`src/rtl/step_rate_meter.sv`:
```
// Step-clock half-period meter: measures the spacing between transitions on the X and Y
// step lines in clk cycles, reported in divider speed encoding, with per-axis stall detection.

module step_rate_chan #(
  parameter int          SYNC_STAGES = 2,
  parameter logic [25:0] TIMEOUT     = 26'h3FFFFFF
) (
  input  logic        clk,
  input  logic        rst,
  input  logic        enable,
  input  logic        step,
  output logic [25:0] speed_meas,
  output logic        valid,
  output logic        stalled
);

  typedef enum logic [1:0] {
    IDLE    = 2'd0,
    MEASURE = 2'd1,
    STALL   = 2'd2
  } state_t;

  state_t                 state_r;
  logic [SYNC_STAGES-1:0] sync_r;
  logic                   edge_r;
  logic [25:0]            count_r;
  logic [25:0]            speed_meas_r;
  logic                   valid_r;
  logic                   stalled_r;
  logic                   edge_s;

  assign edge_s     = sync_r[SYNC_STAGES-1] ^ edge_r;
  assign speed_meas = speed_meas_r;
  assign valid      = valid_r;
  assign stalled    = stalled_r;

  // Synchroniser and edge register keep running while disabled
  always_ff @(posedge clk) begin
    if (rst) begin
      sync_r <= {SYNC_STAGES{1'b0}};
      edge_r <= 1'b0;
    end else begin
      sync_r <= {sync_r[SYNC_STAGES-2:0], step};
      edge_r <= sync_r[SYNC_STAGES-1];
    end
  end

  // Measurement FSM: an edge always beats the timeout in the same cycle
  always_ff @(posedge clk) begin
    if (rst) begin
      state_r      <= IDLE;
      count_r      <= 26'd0;
      speed_meas_r <= 26'd0;
      valid_r      <= 1'b0;
      stalled_r    <= 1'b0;
    end else if (!enable) begin
      state_r   <= IDLE;
      count_r   <= 26'd0;
      valid_r   <= 1'b0;
      stalled_r <= 1'b0;
    end else begin
      case (state_r)
        IDLE: begin
          valid_r <= 1'b0;
          count_r <= 26'd0;
          if (edge_s) begin
            state_r <= MEASURE;
          end else begin
            state_r <= IDLE;
          end
        end
        MEASURE: begin
          if (edge_s) begin
            speed_meas_r <= count_r;
            valid_r      <= 1'b1;
            count_r      <= 26'd0;
          end else if (count_r == TIMEOUT) begin
            valid_r   <= 1'b0;
            stalled_r <= 1'b1;
            state_r   <= STALL;
          end else begin
            valid_r <= 1'b0;
            count_r <= count_r + 26'd1;
          end
        end
        STALL: begin
          valid_r <= 1'b0;
          if (edge_s) begin
            stalled_r <= 1'b0;
            count_r   <= 26'd0;
            state_r   <= MEASURE;
          end else begin
            state_r <= STALL;
          end
        end
        default: begin
          state_r   <= IDLE;
          count_r   <= 26'd0;
          valid_r   <= 1'b0;
          stalled_r <= 1'b0;
        end
      endcase
    end
  end

endmodule

module step_rate_meter #(
  parameter int          SYNC_STAGES = 2,
  parameter logic [25:0] TIMEOUT     = 26'h3FFFFFF
) (
  input  logic        clk,
  input  logic        rst,
  input  logic        enable,
  input  logic        step_x,
  input  logic        step_y,
  output logic [25:0] speed_x_meas,
  output logic [25:0] speed_y_meas,
  output logic        valid_x,
  output logic        valid_y,
  output logic        stalled_x,
  output logic        stalled_y
);

  step_rate_chan #(.SYNC_STAGES(SYNC_STAGES), .TIMEOUT(TIMEOUT)) u_chan_x (
    .clk        (clk),
    .rst        (rst),
    .enable     (enable),
    .step       (step_x),
    .speed_meas (speed_x_meas),
    .valid      (valid_x),
    .stalled    (stalled_x)
  );

  step_rate_chan #(.SYNC_STAGES(SYNC_STAGES), .TIMEOUT(TIMEOUT)) u_chan_y (
    .clk        (clk),
    .rst        (rst),
    .enable     (enable),
    .step       (step_y),
    .speed_meas (speed_y_meas),
    .valid      (valid_y),
    .stalled    (stalled_y)
  );

endmodule

```
`config.mk`:
```
export PLATFORM = sky130hd
export DESIGN_NAME = step_rate_meter
export DESIGN_NICKNAME = d
export VERILOG_FILES = /design/src/rtl/step_rate_meter.sv
export SDC_FILE = /design/constraint.sdc
export NUM_CORES = 1
export LEC_CHECK = 0
export BUFFER_PORTS_ARGS = -buffer_cell sky130_fd_sc_hd__buf_2
export CORE_ASPECT_RATIO = 0.9
export CORE_MARGIN = 8
export CORE_UTILIZATION = 50
export DETAILED_ROUTE_END_ITERATION = 16
export PLACE_DENSITY = 0.67
export SYNTH_ARGS = -nofsm -noshare
export SYNTH_HDL_FRONTEND = slang
export SYNTH_HIERARCHICAL = 1
export SYNTH_SLANG_ARGS = --single-unit
```
`constraint.sdc`:
```
create_clock -name clk -period 5 [get_ports clk]
set_input_delay 0.5 -clock clk [delete_from_list [all_inputs] [get_ports clk]]
set_output_delay 0.5 -clock clk [all_outputs]
set_load 0.01 [all_outputs]
```
### After elaboration in Yosys (flattened, before gate mapping)

Cells that the tools add are included.

* add/sub/neg operators: 2
* bitwise gates (word level): 7
* eq/ne operators: 14
* mux-type cells: 28
* reductions and logical operators: 13

Operator list (number)
* 2-to-1 mux 26 bit: 6
* case mux 26 bit (2 select lines): 2
* adder 26 x 1 -> 26 bit, second input constant: 2
* == test 26 bit, second input constant: 2
* 2-to-1 mux 2 bit: 6
* case mux 2 bit (3 select lines): 2
* 2-to-1 mux 1 bit: 10
* inequality test 2 x 1 -> 1 bit, second input constant: 4
* AND reduction 2 bit: 4
* AND reduction 4 bit: 2
* inequality test 3 x 2 -> 1 bit, second input constant: 2
* case mux 1 bit (3 select lines): 2
* AND reduction 3 bit: 2
* OR reduction 3 bit: 2
* inverter 1 bit: 5
* == test 2 x 1 -> 1 bit, second input constant: 2
* == test 2 bit, second input constant: 2
* logical NOT 2 bit: 2
* inequality test 2 bit, second input constant: 2
* OR reduction 2 bit: 1
* XOR 1 bit: 2

* bits in registers: 118
* input bits: 5

### Logic depth before layout (Yosys ltp)

* depth after elaboration: 4
* depth in mapped cells: 8

### Cells and area by module

Netlist, hierarchy kept.

Modules (own cells, without submodules)
* step_rate_chan (u_chan_x): area each 2681.3 µm², instances 1, cells each 320
* step_rate_chan (u_chan_y): area each 2625.0 µm², instances 1, cells each 324

### Least setup slack after synthesis

No wires, ideal clock.

* kind: register to register
* start point: register u_chan_y.count_r[0]
* end point: register u_chan_y.count_r[2]
* slack: 3.007 ns
* cell stages (with the launch flop): 9
* clock period less this slack: 1.993 ns
* required time: 4.927 ns
* path buffers: 2
* arrival: 1.920 ns
* library setup time: 0.073 ns
* path through: dfxtp_1 > ha_1 > nand3_1 > or3_1 > buf_6 > or2_1 > buf_6 > and3_4 > o22ai_2

* word-level cells in the longest chain between the ends: 4

RTL lines
* start, declared: RTL line 26 `logic [25:0] count_r;`
* start signal, assigned: RTL line 83 `count_r <= count_r + 26'd1;`
* adder 26 x 1 -> 26 bit: RTL line 83
* 2-to-1 mux 26 bit: RTL line 77 `end else if (count_r == TIMEOUT) begin`
* 2-to-1 mux 26 bit: RTL line 73 `if (edge_s) begin`
* case mux 26 bit (2 select lines): RTL line 62 `case (state_r)`

Parallel ways exist; a longest one is shown, timed or not. The select of a mux whose other input is x is not followed.
A chain may end at the register's enable or synchronous reset.

### Final worst setup path

* start point: register u_chan_x.sync_r[1]
* end point: register u_chan_x.speed_meas_r[12] (netlist: u_chan_x/speed_meas[12])

* word-level cells in the longest chain between the ends: 2

RTL lines
* start, declared: RTL line 24 `logic [SYNC_STAGES-1:0] sync_r;`
* start signal, assigned: RTL line 40 `sync_r <= {SYNC_STAGES{1'b0}};`
* start signal, assigned: RTL line 43 `sync_r <= {sync_r[SYNC_STAGES-2:0], step};`
* XOR 1 bit: RTL line 32 `assign edge_s = sync_r[SYNC_STAGES-1] ^ edge_r;`
* AND reduction 3 bit (no source line)
* end signal, assigned: RTL line 74 `speed_meas_r <= count_r;`
* end, declared: RTL line 27 `logic [25:0] speed_meas_r;`

Every way passes these cells.

==> impl_metrics.csv <==
group,metric,value,unit
pwr,p_int,1760,µW
critical_path,critPathLaunchType,"flop",
timing,whs,0.307,ns
route,drt-pass1-iter-count,6,
synth,syn_nets,651,
pwr,seqPwrFrac,42.8,%
cts,cts_tree,"built",
cts,cts_resized,0,
timing,skew,0.00786,ns
final_layout,n_antenna_cell,0,
synth,synthCells,644,
grt,busiest_layer,"met1",
die,die_y,114,µm
cts,clk_latency,0.41,ns
critical_path,cp_cell_sequence,"xor2_1 > nand3_1 > nand2_1 > a21oi_1",
synth,syn_area,5310,µm²
synth,synth_seq_area_share,44.5,%
critical_path,worstPathArrival,2.68,ns
critical_path,worstSetupStartpoint,"u_chan_x/sync_r[1]",
route,ant_nets,0,
pwr,clockPowerShare,55.7,%
route,via_count,4991,
final_layout,fin_util,60.4,%
route,route.detailed.drc,0,
min_path,hp-class,"primary input to flop",
timing,tns,0,ns
timing,relSlewSlack,23.3,%
timing,max_freq,414,MHz
timing,setup_viol,0,
route,wl_per_cell,16.9,µm
cts,htree_levels,4,
cts,cts_buffers,17,
timing,finalHoldViolCount,0,
grt,grt_antenna_before_repair,0,
timing,setup_ws,2.59,ns
grt,grt_pass1_wl,23.3,mm
final_layout,finalInstanceArea,6220,µm²
synth,yosys_warnings,6,
grt,track_usage,19.8,%
timing,drv_slew,0,
critical_path,critPathMaxStageDelay,0.93,ns
pwr,swShare,20.6,%
cts,postCtsSetupRepairBufs,0,
critical_path,reg2reg_from,"u_chan_x/sync_r[1]",
route,drt_iter0_markers,503,
die,core_area,10300,µm²
pwr,combPwrFrac,1.5,%
cts,clock-sinks,118,
critical_path,critPathKind,"flop to flop",
cts,path_clk_slew,0.05,ns
die,ios,61,
critical_path,end_kind,"flop",
die,initial_utilization,51.6,%
route,routed_wl,14.1,mm
final_layout,syn_to_final_growth,17.2,%
synth,synth_cell_types,56,
job,drv_cap,0,
pwr,power.switching,457,µW
grt,grt_pass1_vias,4537,
outcome,status,"complete, no violations",
placed_design,portBuffers,60,
synth,synth-seq-cells,118,
pwr,p_per_area,356,nW/µm²
timing,rsz0062_at_grt,"false",
pwr,ir_drop,0.000257,V
cts,holdBufCountCts,0,
cts,clockBufferDepth,2,
timing,finalCritPeriodShare,48.3,%
grt,gr-total-overflow,0,
min_path,min-delay-start,"step_y",
critical_path,critPathRequiredTime,5.26,ns
timing,period_minus_slack,2.41,ns
pwr,power_leakage,0.00224,µW
die,row_count,35,
grt,grtUsageMet1,28.6,%
critical_path,crit_slowest_cell,"nand3_1",
die,die_area,14200,µm²
grt,met2_usage,28.0,%
grt,met3_usage,4.73,%
grt,grt_max_degree,58,
placed_design,hpwlAfterDp,9.90,mm
placed_design,place_ws,2.44,ns
synth,synth_area_per_cell,8.24,µm²
die,die_w,125,µm
final_layout,drive_above_1_share,16.8,%
final_layout,nNetsFinal,698,
placed_design,globalplace.congestion,0.891,
cts,cts-root-buf,"clkbuf_16",
timing,max_slew.worst_pin.slew,1.14,ns
route,avgViaCountPerCell,5.99,
placed_design,placed_area,5610,µm²
critical_path,critPathMaxFanout,27,
==> power groups by stage <==
stage | sequential, µW | clock [µW] | combinational [µW]
2_1_floorplan | 966 | 0 | 24.8
3_3_place_gp | 966 | 0 | 33.0
4_1_cts | 946 | 1250 | 33.7
6_report | 947 | 1230 | 33.9
5_1_grt | 946 | 1290 | 37.9
3_5_place_dp | 966 | 0 | 33.6
==> area by class of cell <==
type	count	area [µm²]
fill	967	4070
multi-input combinational	489	2760
sequential	118	2360
clock buffer	19	453
timing repair buffer	62	315
tap	129	161
clock inverter	13	154
inverter	3	11.3
==> kinds of logic after synthesis <==
kind of cell	count (synthesis)	synth area share, %
AO/OA/AOI/OAI	180	21.8
XOR/XNOR	6	0.990
adder cells (fa/ha/maj)	2	0.472
buffers and inverters	37	3.47
flip-flops	118	44.5
multiplexers	4	0.755
AND/OR/NAND/NOR	297	28.0
==> synth_stat cells (all sizes together) <==
cell | instances | area share [%]
nor2 | 35 | 2.9
and3 | 8 | 1.0
nor4 | 4 | 0.47
o311ai | 3 | 0.50
o22ai | 1 | 0.24
o31ai | 21 | 3.1
nand2 | 149 | 11
xnor2 | 4 | 0.66
nor3 | 15 | 2.1
a2bb2oi | 6 | 0.99
nand4 | 19 | 2.5
or3 | 4 | 0.47
clkbuf | 21 | 1.6
a31oi | 31 | 3.7
o41ai | 3 | 0.50
ha | 2 | 0.47
nand2b | 6 | 0.71
a311oi | 6 | 1.3
a21oi | 71 | 6.7
nand4b | 4 | 0.66
mux2i | 4 | 0.75
a211oi | 3 | 0.42
a21boi | 6 | 0.85
o21ai | 19 | 1.8
dfxtp | 118 | 45
o21a | 2 | 0.28
and4 | 6 | 0.99
a41oi | 2 | 0.33
or3b | 2 | 0.33
buf | 13 | 1.7
nor2b | 12 | 1.4
nand3 | 25 | 2.5
a22o | 2 | 0.33
o31a | 4 | 0.83
nor3b | 2 | 0.28
or4 | 4 | 0.71
xor2 | 2 | 0.33
inv | 3 | 0.21
or2 | 2 | 0.24
==> layout by cell type, fill, tap and decap left out, types with 4 or more instances in the layout <==
master      count
a2bb2oi_1       6
nand3_1        23
dfxtp_1       118
a21oi_1        71
clkinvlp_4      4
nand4_1        17
nand4b_1        4
nor4_1          4
nor3_1         10
a31oi_1        31
or3_1           4
and3_1          7
xnor2_1         4
o31ai_1        20
o21ai_0        16
clkinv_2        5
nand2_1       148
buf_2          60
nor2b_1        12
and4_1          6
a21boi_0        5
nor2_1         31
clkbuf_16      17
nand2b_1        6
mux2i_1         4
==> critical path: cells and delay by family (launching register included) <==
| family | cells | cell delay, ns |
|---|---|---|
| flip-flops | 1 | 0.37 |
| AO/OA/AOI/OAI | 1 | 0.09 |
| AND/OR/NAND/NOR | 2 | 1.26 |
| XOR/XNOR | 1 | 0.54 |
==> through the flow <==
stage	total power, µW	cells
floorplan	990	644
global placement	999	801
detailed placement	1000	801
CTS	2230	833
global route	2280	833
finish	2210	833
==> state kept, by name (all words and copies together) (netlist names) <==
name                 flops
u_chan_y/count_r        26
u_chan_x/count_r        26
u_chan_x/stalled         1
u_chan_y/stalled         1
u_chan_x/state_r         2
u_chan_y/sync_r          2
u_chan_x/sync_r          2
u_chan_x/speed_meas     26
u_chan_y/edge_r          1
u_chan_y/state_r         2
u_chan_x/valid           1
u_chan_y/speed_meas     26
u_chan_y/valid           1
u_chan_x/edge_r          1
==> per-layer routing <==
layer | part of all wire, % | vias to the layer above
li1 | - | 2449
met1 | 50 | 2361
met2 | 42 | 172
met3 | 7.5 | 9
met4 | 0.65 | 0
met5 | 0 | -
==> final timing paths <==
check / cells after the start / end / slack [ns]
worst max-delay path: 4 / u_chan_x/speed_meas[12] / 2.59
worst max register to register: 4 / u_chan_x/speed_meas[12] / 2.59
worst min-delay path: 2 / u_chan_y/sync_r[0] / 0.31
worst min register to register: 2 / u_chan_y/speed_meas[16] / 0.45
Note: power is estimated with default switching activity, not from simulation.
